<file path="config.mk">
export PLATFORM = sky130hd
export DESIGN_NAME = uart_rx_flat
export DESIGN_NICKNAME = d
export VERILOG_FILES = /design/src/rtl/uart_rx_pkg.sv /design/src/rtl/uart_rx_if.sv /design/src/rtl/uart_rx_sync.sv /design/src/rtl/uart_rx.sv /design/src/flat_wrapper.sv
export SDC_FILE = /design/constraint.sdc
export NUM_CORES = 1
export LEC_CHECK = 0
export CAP_MARGIN = 20
export CORE_ASPECT_RATIO = 1.1
export CORE_MARGIN = 3
export CORE_UTILIZATION = 57
export CTS_BUF_LIST = sky130_fd_sc_hd__clkbuf_4 sky130_fd_sc_hd__clkbuf_8 sky130_fd_sc_hd__clkbuf_16
export DETAILED_ROUTE_END_ITERATION = 10
export HOLD_SLACK_MARGIN = 0.12
export PLACE_DENSITY = 0.79
export SYNTH_ARGS = -nofsm -noshare
export SYNTH_HDL_FRONTEND = slang
export SYNTH_HIERARCHICAL = 1
export SYNTH_SLANG_ARGS = --single-unit
</file>
<file path="constraint.sdc">
create_clock -name i_Clock -period 6.3 [get_ports i_Clock]
set_input_delay 0.945 -clock i_Clock [delete_from_list [all_inputs] [get_ports i_Clock]]
set_output_delay 0.945 -clock i_Clock [all_outputs]
set_load 0.02 [all_outputs]
</file>
<file path="src/rtl/uart_rx_pkg.sv">
// Shared definitions for the UART receiver: state encoding, counter width, default bit period.
// The state encoding is the 3-bit set shared with uart_tx.
package uart_rx_pkg;

   localparam int CLKS_PER_BIT_DEF = 3603;
   localparam int CNT_W            = 12;

   typedef enum logic [2:0] {
      S_IDLE    = 3'd0,
      S_START   = 3'd1,
      S_DATA    = 3'd2,
      S_PARITY  = 3'd3,
      S_STOP    = 3'd4,
      S_CLEANUP = 3'd5
   } uart_state_e;

   // Count at which the start bit is re-checked: the middle of the start bit.
   function automatic int half_bit(input int cpb);
      return (cpb - 1) / 2;
   endfunction

endpackage

</file>
<file path="src/rtl/uart_rx_if.sv">
// Serial line and received-byte outputs of the UART receiver.
// slave = receiver side, master = line driver / byte consumer.
interface uart_rx_if;
   logic       i_Rx_Serial;
   logic       o_Rx_DV;
   logic [7:0] o_Rx_Byte;
   logic       o_Rx_Active;
   logic       o_Rx_Frame_Err;
   logic       o_Rx_Parity_Err;
   logic [2:0] o_Rx_State;

   // Strobes (DV, Frame_Err, Parity_Err) are single-cycle, mutually exclusive and
   // carry no back-pressure: the consumer must take o_Rx_Byte in the DV cycle or
   // before the next good byte overwrites it.
   modport slave (
      input  i_Rx_Serial,
      output o_Rx_DV, o_Rx_Byte, o_Rx_Active, o_Rx_Frame_Err, o_Rx_Parity_Err, o_Rx_State
   );

   modport master (
      output i_Rx_Serial,
      input  o_Rx_DV, o_Rx_Byte, o_Rx_Active, o_Rx_Frame_Err, o_Rx_Parity_Err, o_Rx_State
   );
endinterface

</file>
<file path="src/rtl/uart_rx_sync.sv">
// Two-flop synchronizer for an asynchronous single-bit input.
// Reset value is a parameter so idle-high lines come out of reset inactive.
module uart_rx_sync #(
   parameter logic RESET_VAL = 1'b1
) (
   input  logic i_Clock,
   input  logic i_Reset,
   input  logic i_Async,
   output logic o_Sync
);

   logic meta_q, sync_q;
   logic meta_d, sync_d;

   always_comb begin
      meta_d = i_Async;
      sync_d = meta_q;
   end

   always_ff @(posedge i_Clock or posedge i_Reset) begin
      if (i_Reset) begin
         meta_q <= RESET_VAL;
         sync_q <= RESET_VAL;
      end else begin
         meta_q <= meta_d;
         sync_q <= sync_d;
      end
   end

   assign o_Sync = sync_q;

endmodule

</file>
<file path="src/rtl/uart_rx.sv">
// UART receiver: 8N1 frames sampled at mid-bit, one-cycle strobes for good byte / framing error.
// Define UART_RX_PARITY_EN to add an even-parity bit between data and stop (8E1).
module uart_rx
   import uart_rx_pkg::*;
#(
   parameter int CLKS_PER_BIT = CLKS_PER_BIT_DEF
) (
   input  logic     i_Clock,
   input  logic     i_Reset,
   uart_rx_if.slave rx_if
);

   localparam logic [CNT_W-1:0] HALF_CNT = CNT_W'(half_bit(CLKS_PER_BIT));
   localparam logic [CNT_W-1:0] FULL_CNT = CNT_W'(CLKS_PER_BIT - 1);

   logic rx_s;

   uart_rx_sync #(.RESET_VAL(1'b1)) u_sync (
      .i_Clock (i_Clock),
      .i_Reset (i_Reset),
      .i_Async (rx_if.i_Rx_Serial),
      .o_Sync  (rx_s)
   );

   uart_state_e      state_q, state_d;
   logic [CNT_W-1:0] cnt_q, cnt_d;
   logic [2:0]       idx_q, idx_d;
   logic [7:0]       shift_q, shift_d;
   logic [7:0]       byte_q, byte_d;
   logic             active_q, active_d;
   logic             dv_q, dv_d;
   logic             ferr_q, ferr_d;
`ifdef UART_RX_PARITY_EN
   logic             par_bad_q, par_bad_d;
   logic             perr_q, perr_d;
`endif

   always_comb begin
      state_d  = state_q;
      cnt_d    = cnt_q;
      idx_d    = idx_q;
      shift_d  = shift_q;
      byte_d   = byte_q;
      active_d = active_q;
      dv_d     = 1'b0;
      ferr_d   = 1'b0;
`ifdef UART_RX_PARITY_EN
      par_bad_d = par_bad_q;
      perr_d    = 1'b0;
`endif
      unique case (state_q)
         S_IDLE: begin
            cnt_d = '0;
            idx_d = '0;
`ifdef UART_RX_PARITY_EN
            par_bad_d = 1'b0;
`endif
            if (!rx_s) begin
               state_d  = S_START;
               active_d = 1'b1;
            end
         end
         S_START: begin
            if (cnt_q == HALF_CNT) begin
               cnt_d = '0;
               if (!rx_s) begin
                  state_d = S_DATA;
               end else begin
                  // Low pulse shorter than half a bit: treat as noise.
                  state_d  = S_IDLE;
                  active_d = 1'b0;
               end
            end else begin
               cnt_d = cnt_q + CNT_W'(1);
            end
         end
         S_DATA: begin
            if (cnt_q == FULL_CNT) begin
               cnt_d          = '0;
               shift_d[idx_q] = rx_s;
               if (idx_q == 3'd7) begin
                  idx_d = '0;
`ifdef UART_RX_PARITY_EN
                  state_d = S_PARITY;
`else
                  state_d = S_STOP;
`endif
               end else begin
                  idx_d = idx_q + 3'd1;
               end
            end else begin
               cnt_d = cnt_q + CNT_W'(1);
            end
         end
`ifdef UART_RX_PARITY_EN
         S_PARITY: begin
            if (cnt_q == FULL_CNT) begin
               cnt_d     = '0;
               par_bad_d = (^shift_q) ^ rx_s;
               state_d   = S_STOP;
            end else begin
               cnt_d = cnt_q + CNT_W'(1);
            end
         end
`endif
         S_STOP: begin
            if (cnt_q == FULL_CNT) begin
               cnt_d   = '0;
               state_d = S_CLEANUP;
               if (!rx_s) begin
                  ferr_d = 1'b1;
               end else begin
`ifdef UART_RX_PARITY_EN
                  if (par_bad_q) begin
                     perr_d = 1'b1;
                  end else begin
                     byte_d = shift_q;
                     dv_d   = 1'b1;
                  end
`else
                  byte_d = shift_q;
                  dv_d   = 1'b1;
`endif
               end
            end else begin
               cnt_d = cnt_q + CNT_W'(1);
            end
         end
         S_CLEANUP: begin
            // A line held low (break) must go high before the next start bit is armed.
            if (rx_s) begin
               state_d  = S_IDLE;
               active_d = 1'b0;
            end
         end
         default: begin
            state_d  = S_IDLE;
            active_d = 1'b0;
         end
      endcase
   end

   always_ff @(posedge i_Clock or posedge i_Reset) begin
      if (i_Reset) begin
         state_q  <= S_IDLE;
         cnt_q    <= '0;
         idx_q    <= '0;
         shift_q  <= '0;
         byte_q   <= '0;
         active_q <= 1'b0;
         dv_q     <= 1'b0;
         ferr_q   <= 1'b0;
`ifdef UART_RX_PARITY_EN
         par_bad_q <= 1'b0;
         perr_q    <= 1'b0;
`endif
      end else begin
         state_q  <= state_d;
         cnt_q    <= cnt_d;
         idx_q    <= idx_d;
         shift_q  <= shift_d;
         byte_q   <= byte_d;
         active_q <= active_d;
         dv_q     <= dv_d;
         ferr_q   <= ferr_d;
`ifdef UART_RX_PARITY_EN
         par_bad_q <= par_bad_d;
         perr_q    <= perr_d;
`endif
      end
   end

   assign rx_if.o_Rx_DV        = dv_q;
   assign rx_if.o_Rx_Byte      = byte_q;
   assign rx_if.o_Rx_Active    = active_q;
   assign rx_if.o_Rx_Frame_Err = ferr_q;
   assign rx_if.o_Rx_State     = state_q;
`ifdef UART_RX_PARITY_EN
   assign rx_if.o_Rx_Parity_Err = perr_q;
`else
   assign rx_if.o_Rx_Parity_Err = 1'b0;
`endif

endmodule

</file>
<file path="src/flat_wrapper.sv">
// flat-port wrapper written by rule: the top's interface ports become plain ports
module uart_rx_flat import uart_rx_pkg::*;
#(
   parameter int CLKS_PER_BIT = CLKS_PER_BIT_DEF
)
  (i_Clock, i_Reset, rx_if_i_Rx_Serial, rx_if_o_Rx_DV, rx_if_o_Rx_Byte, rx_if_o_Rx_Active, rx_if_o_Rx_Frame_Err, rx_if_o_Rx_Parity_Err, rx_if_o_Rx_State);
  uart_rx_if rx_if_i ();
  input  logic i_Clock;
  input  logic i_Reset;
  input wire logic [$bits(rx_if_i.i_Rx_Serial)-1:0] rx_if_i_Rx_Serial;
  output wire logic [$bits(rx_if_i.o_Rx_DV)-1:0] rx_if_o_Rx_DV;
  output wire logic [$bits(rx_if_i.o_Rx_Byte)-1:0] rx_if_o_Rx_Byte;
  output wire logic [$bits(rx_if_i.o_Rx_Active)-1:0] rx_if_o_Rx_Active;
  output wire logic [$bits(rx_if_i.o_Rx_Frame_Err)-1:0] rx_if_o_Rx_Frame_Err;
  output wire logic [$bits(rx_if_i.o_Rx_Parity_Err)-1:0] rx_if_o_Rx_Parity_Err;
  output wire logic [$bits(rx_if_i.o_Rx_State)-1:0] rx_if_o_Rx_State;
  assign rx_if_i.i_Rx_Serial = rx_if_i_Rx_Serial;
  assign rx_if_o_Rx_DV = rx_if_i.o_Rx_DV;
  assign rx_if_o_Rx_Byte = rx_if_i.o_Rx_Byte;
  assign rx_if_o_Rx_Active = rx_if_i.o_Rx_Active;
  assign rx_if_o_Rx_Frame_Err = rx_if_i.o_Rx_Frame_Err;
  assign rx_if_o_Rx_Parity_Err = rx_if_i.o_Rx_Parity_Err;
  assign rx_if_o_Rx_State = rx_if_i.o_Rx_State;
  uart_rx #(.CLKS_PER_BIT(CLKS_PER_BIT)) u_core (.i_Clock(i_Clock), .i_Reset(i_Reset), .rx_if(rx_if_i));
endmodule
</file>
* Word-level counts from Yosys, hierarchy flattened
Index checks and enable logic that the tools add are counted.
Widths: inputs -> output; s select.
** Word-level totals
- Input bits :: 3
- Register bits :: 39
- Output and inout port bits :: 15
- Memory bits (writable) :: 0
- Word-level logic and storage cells :: 65
- Memories kept :: 0
- Bits in latches :: 0
- Bits in read-only memories :: 0
** Cells by class
- Order comparisons :: 2
- Bitwise operators :: 1
- Eq/ne operators :: 13
- Reductions and logical operators :: 10
- Div/mod/pow operators :: 0
- Multipliers :: 0
- Mux-type cells :: 27
- $add $sub $neg :: 2
- Shift operators :: 0
** Operators with widths (count)
- $pmux 12 s3 :: 1
- $mux 12 :: 2
- $mux 3 :: 8
- $pmux 3 s5 :: 1
- $add 12x1->12 const B :: 1
- $eq 12x11->1 const B :: 1
- $eq 12x12->1 const B :: 1
- $mux 1 :: 10
- $eq 3x3->1 const B :: 3
- $bwmux 8 :: 1
- $ne 2x1->1 const B :: 4
- $pmux 3 s2 :: 1
- $reduce_and 3->1 :: 2
- $reduce_and 6->1 :: 1
- $lt 3x4->1 const B :: 1
- $ne 2x2->1 const B :: 2
- $pmux 1 s4 :: 1
- $reduce_and 2->1 :: 2
- $add 3x1->3 const B :: 1
- $demux 1 s3 :: 1
- $eq 3x1->1 const B :: 1
- $eq 3x2->1 const B :: 1
- $ge 3x1->1 const B :: 1
- $logic_not 3->1 :: 1
- other kinds (6) :: 6

* Longest topological paths before layout
- Depth in word-level cells :: 5
- Mapped depth :: 8

* Hierarchy
The synthesis kept the hierarchy.
** Modules (own cells, without submodules)
- uart_rx :: area each 1946.9 µm², times used 1, cells each 198
- uart_rx_sync :: area each 56.3 µm², times used 1, cells each 3

* Worst setup path after synthesis
No wires, ideal clock.
- Kind :: register to register
- From :: register u_core.cnt_q[2]
- To :: register u_core.shift_q[4]
- Cell stages (with the launch flop) :: 6
- Arrival time :: 2.520 ns
- Buffers on the path :: 0
- Clock period less this slack :: 2.645 ns
- Path slack :: 3.655 ns
- Data required time :: 6.175 ns
- Path through :: dfrtp_1 -> or4_4 -> or4_4 -> or4_4 -> nor3b_2 -> mux2_2
** Between the ends
- Longest elaborated chain between the ends :: 2
** RTL lines
- from (decl) :: line uart_rx.sv:26 : logic [CNT_W-1:0] cnt_q, cnt_d;
- from (signal assigned) :: line uart_rx.sv:159 : cnt_q <= cnt_d;
- $eq 12x12->1 :: line uart_rx.sv:78 : if (cnt_q == FULL_CNT) begin
- $reduce_and 2->1 (no source line)
- to (signal assigned) :: line uart_rx.sv:161 : shift_q <= shift_d;
- to (decl) :: line uart_rx.sv:28 : logic [7:0] shift_q, shift_d;
No other way between the ends.
A chain may end at the register's enable or synchronous reset.

* Worst setup path in the final report
- From :: register u_core.cnt_q[2]
- To :: register u_core.cnt_q[2]
** Between the ends
- Longest elaborated chain between the ends :: 3
- Elaborated cells on any way between the ends :: 6
- Classes of those cells :: 1 x add/sub; 2 x eq/ne; 3 x mux
** RTL lines
- $add 12x1->12, or another cell as far along :: line uart_rx.sv:74, uart_rx.sv:92, uart_rx.sv:126
- $mux 12 (on tied branches) :: line uart_rx.sv:78, uart_rx.sv:107, uart_rx.sv:64
- $pmux 12 s3 (*) :: line uart_rx.sv:51 : unique case (state_q)
Every way passes the cells marked *; elsewhere a longest branch is shown, timed or not.

==> run summary <==
The run finished with clean final reports. The die covers 4260 µm². 18 I/O pins were placed. The first element of the critical path is u_core/cnt_q[2]$_DFFE_PP0P_. The global-route wire length before repair is 7150 µm. The sequential share of the synthesized area is 0.488. Relative to the synthesized area, the layout overhead comes to 13.4%. The met2 track demand over resource is 0.378.

The placed wire-length estimate after detailed placement is 2910 µm. The net count of the finished layout is 223. The post-cts resize count came out at 0. The post-synthesis area per instance came out at 9.97 µm². In this run, post-CTS hold repair placed 0 buffers. The global routing's busiest layer is met2. The register bit total from synthesis is 39. The initial antenna violation count is 0. The number of warnings printed during yosys synthesis came out at 6. The starting utilization of the core area is 0.625. The number of enable flip-flop cells after synthesis came out at 0. In the global route stage, met1 resource usage came out at 0.264.

The final hold violation count is 0. In this run, the number of DRC markers left after iteration 0 of detailed routing was 130. The count of buffers from port buffering is 16. The number of antenna-violating nets in the routed design came out at 0. The post-detailed-route via-to-cell ratio came out at 6.15. The worst register-to-register path has a depth of 5. CTS saw 39 sinks. STA classifies the critical path endpoint as a flop. The required time of the worst setup path came out at 6480 ps. Leaving out fill and tap cells, the most frequent cell in the layout is sky130_fd_sc_hd__dfrtp_1. The maximum fanout encountered on the critical timing path is 12. Setup violations remaining at the end of the flow were counted as 0. The overall die height is 68.2 µm. The final critical-path share of the clock period is 0.527.

Summed over all layers, the global routing overflow is 0. After synthesis, the netlist uses 40 different library cells. The detailed-route wire length per cell is 15.7 µm. The power density over cell area is 191 nW/µm². The pin count of the biggest net entering global routing is 38. The share of flip-flops with an asynchronous set or reset came out at 1.00. The via count of the first global-routing pass is 1507. The critical register-to-register path startpoint is u_core/cnt_q[2]$_DFFE_PP0P_. The antenna cell count is 0.

IR analysis of the VDD net gives a maximum drop of 0.133 mV. The CTS H-tree depth is 2. The final count of pins violating max slew is 0.

The placer's final routability congestion estimate came out at 0.874. Derived from the worst setup path, the maximum achievable clock frequency is 301 MHz. The worst setup path endpoint is u_core/cnt_q[2]$_DFFE_PP0P_. The final total negative setup slack is 0 ps.

Once the clock tree was built, the setup fixing pass inserted 0 buffers. The maximum clock insertion buffer count is 2. CTS placed an instance of sky130_fd_sc_hd__clkbuf_4 at the clock tree root. The cell leakage power is 0.968 nW. The internal power summed over all cells is 0.000347 W. The area of the core came out at 3210 µm². The total routing resource utilization after global routing is 0.215. In the synthesized netlist the dominant register cell turns out to be sky130_fd_sc_hd__dfrtp_1. The synthesized instance count came out at 201.

The DRC violation count after routing came out at 0. The power share of the combinational group is 0.018. The worst register-to-register path ends at u_core/cnt_q[2]$_DFFE_PP0P_. The worst clock skew on the final layout is 7.85 ps.

The routed layout has 1612 vias. The met3 capacity usage during global routing is 0.0361. After layout, the minimum clock period comes to 3320 ps. By startpoint and endpoint, the worst setup path is classified as flop to flop.

The worst-case hold slack came out at 365 ps. The clock-pin slew on the worst setup and hold paths is 110 ps. The fraction of power consumed by sequential logic is 0.582. The final layout contains routed wiring with a total length of 4120 µm. The class of the most critical hold timing path is flop to flop. Counting the buffers created by CTS gives 5.

The cell area that synthesis handed to floorplanning was 2000 µm². The die boundary width is 62.5 µm. The number of cell rows is 21.

Setup repair after global routing left no endpoint under its margin. The fraction of power spent switching nets came out at 0.201. Max-cap violations in this run came to 0.

STA puts the critical path data arrival time at 3500 ps. The register-to-register setup slack is 2980 ps. Counting every net in the synthesized netlist gives 209. The worst setup path is launched from a flop.

Leaving out fill and tap cells, the most frequent cells in the layout are 37 x sky130_fd_sc_hd__dfrtp_1, 20 x sky130_fd_sc_hd__nand2_1, 16 x sky130_fd_sc_hd__clkdlybuf4s50_1. For the worst-skew pair, the clock arrives at the later sink with an insertion delay of 340 ps. TritonCTS built the clock tree. The ratio of cells with drive above 1 in the final layout is 0.148. The worst slew margin relative to its limit is 0.278. The slew at the pin closest to its max-slew limit is 1080 ps.

For this run, the detailed router's first-pass iteration total came to 5. Of the total power, the clock network draws 0.401. Summed over all nets, the switching power comes to 0.0000872 W.
[cell type report]
type	instances	area, µm²
Tap cell	46	57.6
Inverter	10	37.5
Sequential cell	39	978
Clock inverter	2	35.0
Clock buffer	6	51.3
Fill cell	262	933
Timing Repair Buffer	17	168
Multi-Input combinational cell	142	945
[worst min path at each step]
stage | cells past startpoint | end | slack (ps) | start
CTS | 0 | u_core/u_sync/o_Sync$_DFF_PP1_ | 370 | u_core/u_sync/meta_q$_DFF_PP1_
floorplan | 0 | u_core/u_sync/o_Sync$_DFF_PP1_ | 350 | u_core/u_sync/meta_q$_DFF_PP1_
global route | 0 | u_core/u_sync/o_Sync$_DFF_PP1_ | 370 | u_core/u_sync/meta_q$_DFF_PP1_
global placement | 0 | u_core/u_sync/o_Sync$_DFF_PP1_ | 350 | u_core/u_sync/meta_q$_DFF_PP1_
detailed placement | 0 | u_core/u_sync/o_Sync$_DFF_PP1_ | 350 | u_core/u_sync/meta_q$_DFF_PP1_
finish | 0 | u_core/u_sync/o_Sync$_DFF_PP1_ | 360 | u_core/u_sync/meta_q$_DFF_PP1_
[power by group through the flow]
stage	combinational (W)	clock, W	sequential [W]
2_1_floorplan	0.00000602	0	0.000256
3_3_place_gp	0.00000790	0	0.000257
3_5_place_dp	0.00000809	0	0.000257
4_1_cts	0.00000811	0.000179	0.000253
5_1_grt	0.00000890	0.000196	0.000253
6_report	0.00000772	0.000174	0.000253
[kinds of logic (layout without fill, tap and decap cells)]
family	after synthesis	after routing	synth area share
other	1	1	0.00187
multiplexers	16	16	0.0893
AO/OA/AOI/OAI	43	43	0.139
AND/OR/NAND/NOR	77	77	0.210
adder cells (fa/ha/maj)	5	5	0.0312
flip-flops	39	39	0.488
buffers and inverters	20	35	0.0400
[critical path, cell delays in order (launching register included)]
cell	delay, ps
sky130_fd_sc_hd__dfrtp_1	450
sky130_fd_sc_hd__or4_4	590
sky130_fd_sc_hd__nor4_1	870
sky130_fd_sc_hd__o32ai_1	180
sky130_fd_sc_hd__a31oi_1	830
sky130_fd_sc_hd__o21ai_0	250
[Yosys cell counts (2+ instances only)]
| cell type | count | area, µm² |
|---|---|---|
| sky130_fd_sc_hd__nand4_1 | 4 | 25.0 |
| sky130_fd_sc_hd__a21oi_1 | 5 | 25.0 |
| sky130_fd_sc_hd__a31oi_1 | 2 | 12.5 |
| sky130_fd_sc_hd__ha_1 | 5 | 62.6 |
| sky130_fd_sc_hd__o31ai_1 | 9 | 67.6 |
| sky130_fd_sc_hd__nand2_1 | 20 | 75.1 |
| sky130_fd_sc_hd__o211ai_1 | 2 | 15.0 |
| sky130_fd_sc_hd__inv_1 | 10 | 37.5 |
| sky130_fd_sc_hd__nand3b_1 | 2 | 15.0 |
| sky130_fd_sc_hd__nand3_1 | 11 | 55.1 |
| sky130_fd_sc_hd__o32ai_1 | 3 | 26.3 |
| sky130_fd_sc_hd__clkbuf_1 | 8 | 30.0 |
| sky130_fd_sc_hd__mux2_2 | 15 | 169 |
| sky130_fd_sc_hd__nand2b_1 | 5 | 31.3 |
| sky130_fd_sc_hd__dfrtp_1 | 37 | 926 |
| sky130_fd_sc_hd__dfstp_2 | 2 | 52.6 |
| sky130_fd_sc_hd__or3_1 | 2 | 12.5 |
| sky130_fd_sc_hd__o21ai_0 | 14 | 70.1 |
| sky130_fd_sc_hd__or4_4 | 3 | 33.8 |
| sky130_fd_sc_hd__nor4_1 | 4 | 25.0 |
| sky130_fd_sc_hd__and3_1 | 4 | 25.0 |
| sky130_fd_sc_hd__nor3_1 | 6 | 30.0 |
| sky130_fd_sc_hd__nor2_1 | 9 | 33.8 |
| sky130_fd_sc_hd__o22ai_1 | 3 | 18.8 |
[sequential cells by signal (all words and copies together), names as in the netlist]
name	count
u_core/rx_if.o_Rx_DV	1
u_core/shift_q	8
u_core/u_sync/meta_q	1
u_core/rx_if.o_Rx_Frame_Err	1
u_core/u_sync/o_Sync	1
u_core/idx_q	3
u_core/rx_if.o_Rx_Active	1
u_core/rx_if.o_Rx_Byte	8
u_core/rx_if.o_Rx_State	3
u_core/cnt_q	12
[through the flow]
stage          cells  utilization  setup WS [ps]  power (W)  instance area (µm²)
5_1_grt          262        0.709           2750   0.000457                 2270
4_1_cts          262        0.709           3070   0.000439                 2270
6_report         262        0.709           2980   0.000434                 2270
2_1_floorplan    201            -           3660   0.000262                 2000
3_5_place_dp     254        0.682           3070   0.000265                 2190
3_3_place_gp     254        0.682           3210   0.000265                 2190
[metal layers]
| layer | up-vias | wire length [µm] |
|---|---|---|
| li1 | 765 | - |
| met1 | 785 | 1770 |
| met2 | 53 | 2100 |
| met3 | 9 | 192 |
| met4 | 0 | 52 |
| met5 | - | 0 |
(Power assumes the default switching activity.)
